File: config.mk
export PLATFORM = sky130hd
export DESIGN_NAME = mem_stage
export DESIGN_NICKNAME = d
export VERILOG_FILES = /design/src/rtl/mem_stage_pkg.sv /design/src/rtl/mem_stage_load_extend.sv /design/src/rtl/mem_stage.sv
export SDC_FILE = /design/constraint.sdc
export NUM_CORES = 1
export LEC_CHECK = 0
export ABC_AREA = 0
export CAP_MARGIN = 10
export CORE_MARGIN = 3
export CORE_UTILIZATION = 41
export CTS_CLUSTER_DIAMETER = 100
export DETAILED_ROUTE_END_ITERATION = 8
export PLACE_DENSITY = 0.78
export RECOVER_POWER = 100
export REMOVE_ABC_BUFFERS = 1
export SYNTH_ARGS = -nofsm -noshare
export SYNTH_HDL_FRONTEND = slang
export SYNTH_SLANG_ARGS = --single-unit
export TNS_END_PERCENT = 30
File: constraint.sdc
create_clock -name clk -period 1.8 [get_ports clk]
set_input_delay 0.36 -clock clk [delete_from_list [all_inputs] [get_ports clk]]
set_output_delay 0.36 -clock clk [all_outputs]
set_load 0.005 [all_outputs]
File: src/rtl/mem_stage_pkg.sv
// Shared pipeline definitions for the MEM stage: bus widths, EX->MEM field
// offsets, load-op one-hot bit indices and the per-instruction state type.
package mem_stage_pkg;

  localparam int unsigned EX_TO_MEM_W = 77;
  localparam int unsigned MEM_TO_WB_W = 70;
  localparam int unsigned MEM_TO_ID_W = 39;

  // ex_to_mem_bus = {mem_req, mem_we, ld_op[4:0], rf_we, rf_waddr[4:0], alu_result[31:0], pc[31:0]}
  localparam int unsigned EM_MEM_REQ  = 76;
  localparam int unsigned EM_MEM_WE   = 75;
  localparam int unsigned EM_LD_OP_HI = 74;
  localparam int unsigned EM_LD_OP_LO = 70;
  localparam int unsigned EM_RF_WE    = 69;
  localparam int unsigned EM_WADDR_HI = 68;
  localparam int unsigned EM_WADDR_LO = 64;
  localparam int unsigned EM_ALU_HI   = 63;
  localparam int unsigned EM_ALU_LO   = 32;
  localparam int unsigned EM_PC_HI    = 31;
  localparam int unsigned EM_PC_LO    = 0;

  // ld_op = {ld_b, ld_h, ld_w, ld_bu, ld_hu}
  localparam int unsigned LD_B  = 4;
  localparam int unsigned LD_H  = 3;
  localparam int unsigned LD_W  = 2;
  localparam int unsigned LD_BU = 1;
  localparam int unsigned LD_HU = 0;

  typedef enum logic [1:0] {
    MS_IDLE,
    MS_WAIT,
    MS_DONE
  } mem_state_t;

endpackage

File: src/rtl/mem_stage_load_extend.sv
// Load data alignment: picks the addressed byte/half from a 32-bit word and
// sign- or zero-extends it according to the one-hot load op.
module load_extend
  import mem_stage_pkg::*;
(
  input  logic [4:0]  ld_op,
  input  logic [1:0]  addr,
  input  logic [31:0] rdata,
  output logic [31:0] result
);

  logic [7:0]  byte_sel;
  logic [15:0] half_sel;

  always_comb begin
    byte_sel = rdata[{addr, 3'b000} +: 8];
    half_sel = addr[1] ? rdata[31:16] : rdata[15:0];
    result   = rdata;
    if (ld_op[LD_B])
      result = {{24{byte_sel[7]}}, byte_sel};
    else if (ld_op[LD_BU])
      result = {24'h0, byte_sel};
    else if (ld_op[LD_H])
      result = {{16{half_sel[15]}}, half_sel};
    else if (ld_op[LD_HU])
      result = {16'h0, half_sel};
  end

endmodule

File: src/rtl/mem_stage.sv
// MEM pipeline stage: holds one instruction from EX, waits for the data-SRAM
// response when needed, extends load data and hands the result to WB.
module mem_stage
  import mem_stage_pkg::*;
#(
  parameter int unsigned IN_BUS_W  = EX_TO_MEM_W,
  parameter int unsigned OUT_BUS_W = MEM_TO_WB_W
) (
  input  logic                   clk,
  input  logic                   reset,
  output logic                   mem_allowin,
  input  logic                   ex_to_mem_valid,
  input  logic [IN_BUS_W-1:0]    ex_to_mem_bus,
  input  logic                   data_sram_data_ok,
  input  logic [31:0]            data_sram_rdata,
  input  logic                   wb_allowin,
  output logic                   mem_to_wb_valid,
  output logic [OUT_BUS_W-1:0]   mem_to_wb_bus,
  output logic [MEM_TO_ID_W-1:0] mem_to_id_bus
);

  mem_state_t state, state_nx;

  logic        mem_valid;
  logic        ready_go;
  logic        accept;
  logic        data_ok_in_wait;
  logic        buf_capture;

  logic        lat_mem_req;
  logic [4:0]  lat_ld_op;
  logic        lat_rf_we;
  logic [4:0]  lat_rf_waddr;
  logic [31:0] lat_alu_result;
  logic [31:0] lat_pc;

  logic        resp_buf_valid;
  logic [31:0] resp_buf_data;

  logic        in_mem_req;
  logic        mem_we_unused;
  logic [31:0] ld_rdata;
  logic [31:0] ld_result;
  logic [31:0] rf_wdata;
  logic        ld_wait;

  assign in_mem_req    = ex_to_mem_bus[EM_MEM_REQ];
  // Stores are distinguished upstream; MEM only needs to wait for their data_ok.
  assign mem_we_unused = ex_to_mem_bus[EM_MEM_WE];

  assign mem_valid       = (state != MS_IDLE);
  assign data_ok_in_wait = (state == MS_WAIT) & data_sram_data_ok;
  assign ready_go        = ~lat_mem_req | data_ok_in_wait | resp_buf_valid;
  assign mem_allowin     = ~mem_valid | (ready_go & wb_allowin);
  assign mem_to_wb_valid = mem_valid & ready_go;
  assign accept          = ex_to_mem_valid & mem_allowin;

  always_comb begin
    state_nx    = state;
    buf_capture = 1'b0;
    case (state)
      MS_IDLE: begin
        if (ex_to_mem_valid)
          state_nx = in_mem_req ? MS_WAIT : MS_DONE;
      end
      MS_WAIT: begin
        if (data_sram_data_ok) begin
          if (wb_allowin) begin
            if (ex_to_mem_valid)
              state_nx = in_mem_req ? MS_WAIT : MS_DONE;
            else
              state_nx = MS_IDLE;
          end else begin
            // WB is stalled: hold the response so data_ok need not repeat.
            state_nx    = MS_DONE;
            buf_capture = 1'b1;
          end
        end
      end
      MS_DONE: begin
        if (wb_allowin) begin
          if (ex_to_mem_valid)
            state_nx = in_mem_req ? MS_WAIT : MS_DONE;
          else
            state_nx = MS_IDLE;
        end
      end
      default: state_nx = MS_IDLE;
    endcase
  end

  always_ff @(posedge clk) begin
    if (reset) begin
      state          <= MS_IDLE;
      lat_mem_req    <= 1'b0;
      lat_ld_op      <= '0;
      lat_rf_we      <= 1'b0;
      lat_rf_waddr   <= '0;
      lat_alu_result <= '0;
      lat_pc         <= '0;
      resp_buf_valid <= 1'b0;
      resp_buf_data  <= '0;
    end else begin
      state <= state_nx;
      if (mem_allowin)
        resp_buf_valid <= 1'b0;
      else if (buf_capture)
        resp_buf_valid <= 1'b1;
      if (buf_capture)
        resp_buf_data <= data_sram_rdata;
      if (accept) begin
        lat_mem_req    <= in_mem_req;
        lat_ld_op      <= ex_to_mem_bus[EM_LD_OP_HI:EM_LD_OP_LO];
        lat_rf_we      <= ex_to_mem_bus[EM_RF_WE];
        lat_rf_waddr   <= ex_to_mem_bus[EM_WADDR_HI:EM_WADDR_LO];
        lat_alu_result <= ex_to_mem_bus[EM_ALU_HI:EM_ALU_LO];
        lat_pc         <= ex_to_mem_bus[EM_PC_HI:EM_PC_LO];
      end
    end
  end

  assign ld_rdata = resp_buf_valid ? resp_buf_data : data_sram_rdata;

  load_extend u_load_extend (
    .ld_op  (lat_ld_op),
    .addr   (lat_alu_result[1:0]),
    .rdata  (ld_rdata),
    .result (ld_result)
  );

  assign rf_wdata = (|lat_ld_op) ? ld_result : lat_alu_result;
  assign ld_wait  = mem_valid & (|lat_ld_op) & ~ready_go;

  assign mem_to_wb_bus = {lat_rf_we, lat_rf_waddr, rf_wdata, lat_pc};
  assign mem_to_id_bus = {ld_wait, lat_rf_we & mem_valid, lat_rf_waddr, rf_wdata};

endmodule

==> metrics.cfg <==
[synth]
syn_area_um2 = 6010
yosys.cell_types.count = 39
yosys_warnings = 0
netlist_instances = 775
ys_seq_area_frac = 0.370
yosys.area.top_type = dfxtp_1
synth.top_cell.area_share = 0.370
synthTopCellsByArea = dfxtp_1, a21oi_1, mux2i_1
async_flop_share = 0
syn_avg_cell_area_um2 = 7.75
synth_ff_type = dfxtp_1
synth-seq-cells = 111
synth_edf_count = 0

[clocking]
cts_htree_levels = 3
cts_root_buf = clkbuf_16
clock_latency_ps = 360
clkSlewWorstSetupHoldPaths_ps = 70
clock_path_buffers = 2
clock-sinks = 111
cts_made_buffers = 9
ctsHoldBuffers = 0
cts_tree = done

[worst_setup_path]
r2r.worst_path.cells = 9
r2r_end = lat_alu_result[3]
end_kind = primary output
critPathLaunch = resp_buf_valid
required_ps = 1440
worstSetupPathType = flop to primary output
cp_slowest_cell = mux4_2
r2r_start = resp_buf_valid
startpoint_type = flop
crit_end = mem_to_id_bus[20]
cp_max_fo = 5
slowest_delay_ps = 590
crit_chain = mux4_2, and3_4, buf_6, buf_4, nor3_4, a21oi_2, buf_2
cp.arrival_ps = 2120
ff2ff_setup_slack_ps = 50

[timing]
finalCritPeriodShare = 1.38
fin_ws_ps = -683
rsz0062_at_grt = true
hold_viol = 0
hold_ws_ps = 284
period_needed_ps = 2480
relSlewSlack = 0.713
setup_viol = 109
finClkSkew_ps = 10.9
slew_violations = 0
worstMarginPinSlew_ps = 426
fmax_mhz = 403

[detailed_routing]
wl_met2_mm = 11.9
wl_met1_mm = 9.27
wirelength_mm = 24.1
dr.max_layer_used = met4
viasPerCell = 5.80
wl_per_cell_um = 20.1
drt-pass1-iter-count = 5
ant_nets = 0
first_iter_violations = 565
vias = 6953
drc = 0
wl_met3_mm = 2.15

[global_routing]
antenna_found_initial = 0
grt_usage = 0.286
grt_first_pass_wirelength_mm = 36.7
grt_start_max_net_pins = 78
grt_pass1_vias = 6755
grt-ovfl-total = 0

[hold_path]
hold_class = primary input to flop
hold_depth = 2

[outcome]
status = complete, but fails checks
violations = setup timing

[floorplan]
fp.dieArea_um2 = 16100
ios = 225
fp.coreArea_um2 = 14100
start_util = 0.426
rows = 43
dieWidth_um = 127
fp.dieH_um = 127

[place]
portBuffers = 223
hpwlAfterDp_mm = 14.8
place.gp.congestion = 0.887

[power]
p_per_area_nw_per_um2 = 749
ir_drop_mv = 0.577
p_leak_nw = 3.81

[finish]
drive_above_1_share = 0.300
final_cell_mix = a21oi_1, clkdlybuf4s50_1, dfxtp_1
antenna-diode-count = 0
final_nets = 1127
area_growth_pct = 63.3
utilization = 0.696

[run]
drv_cap = 0

==> metrics by stage <==
stage | instances | setup slack [ps] | power [mW] | area [µm²] | TNS (ps)
floorplan | 660 | -1970 | 3.43 | 5370 | -250850
global placement | 1144 | -932 | 4.98 | 8620 | -80600
detailed placement | 1144 | -979 | 5.00 | 8620 | -84070
CTS | 1197 | -706 | 7.30 | 9700 | -40180
global route | 1198 | -749 | 7.64 | 9810 | -49000
finish | 1198 | -683 | 7.35 | 9810 | -41580
==> state kept, by name, summed over array words and instances (netlist names) <==
signal	cells
resp_buf_data	32
lat_alu_result	32
lat_rf_we	1
lat_pc	32
lat_mem_req	1
lat_rf_waddr	5
state	2
resp_buf_valid	1
lat_ld_op	5
==> final cells by class <==
class | count | area, µm²
clock buffer | 10 | 229
tap | 180 | 225
sequential | 111 | 2240
inverter | 6 | 22.5
timing repair buffer | 341 | 3190
fill | 1127 | 4290
clock inverter | 6 | 83.8
multi-input combinational | 544 | 3830
==> metal layers <==
metal | vias to the layer above | GRT usage
met5 | - | 0
li1 | 3180 | -
met4 | 0 | 0.112
met2 | 365 | 0.482
met1 | 3356 | 0.353
met3 | 52 | 0.0681
==> how the worst min path moves through the flow <==
| stage | slack [ps] | from | end |
|---|---|---|---|
| 3_3_place_gp | 440 | resp_buf_data[14] | resp_buf_data[14] |
| 6_report | 280 | reset | lat_pc[20] |
| 5_1_grt | 290 | reset | lat_pc[12] |
| 2_1_floorplan | 430 | reset | lat_alu_result[0] |
| 4_1_cts | 280 | reset | lat_pc[20] |
| 3_5_place_dp | 450 | resp_buf_data[12] | resp_buf_data[12] |
==> worst max-delay path: cells and delay by family, from the launching register on <==
kind	cells	cell delay, ps
buffers and inverters	3	380
AND/OR/NAND/NOR	2	320
AO/OA/AOI/OAI	1	80
multiplexers	1	590
flip-flops	1	400
==> kinds of logic after synthesis <==
family | Yosys count | share of synthesized area
AO/OA/AOI/OAI | 248 | 0.219
AND/OR/NAND/NOR | 228 | 0.170
buffers and inverters | 121 | 0.110
flip-flops | 111 | 0.370
multiplexers | 66 | 0.129
adder cells (fa/ha/maj) | 1 | 0.00167
==> cell usage after synthesis (2+ instances only) <==
cell type	n
o22ai_1	7
dfxtp_1	111
nand3_1	78
inv_2	2
nor2b_1	2
clkbuf_1	39
a21oi_1	136
nor3_1	13
mux2i_1	56
o21a_1	5
mux4_2	9
buf_6	3
or2_2	2
a31oi_1	13
inv_1	4
nand2b_1	3
buf_4	42
a211oi_1	2
o21ai_0	78
nor2_1	41
or3_1	2
buf_2	22
nand2_1	81
buf_1	9
==> timing repair <==
action                     4_1_cts  5_1_grt
gates cloned                     6        0
setup endpoints to repair      100       98
buffers inserted                33        3
pin swaps                       33        6
gates resized for setup        407       30
==> power breakdown <==
| part | switching (mW) | internal [mW] |
|---|---|---|
| sequential | 0.0699 | 2.57 |
| clock | 0.956 | 1.22 |
| combinational | 1.26 | 1.26 |
Power figures use the tool's default switching activity.
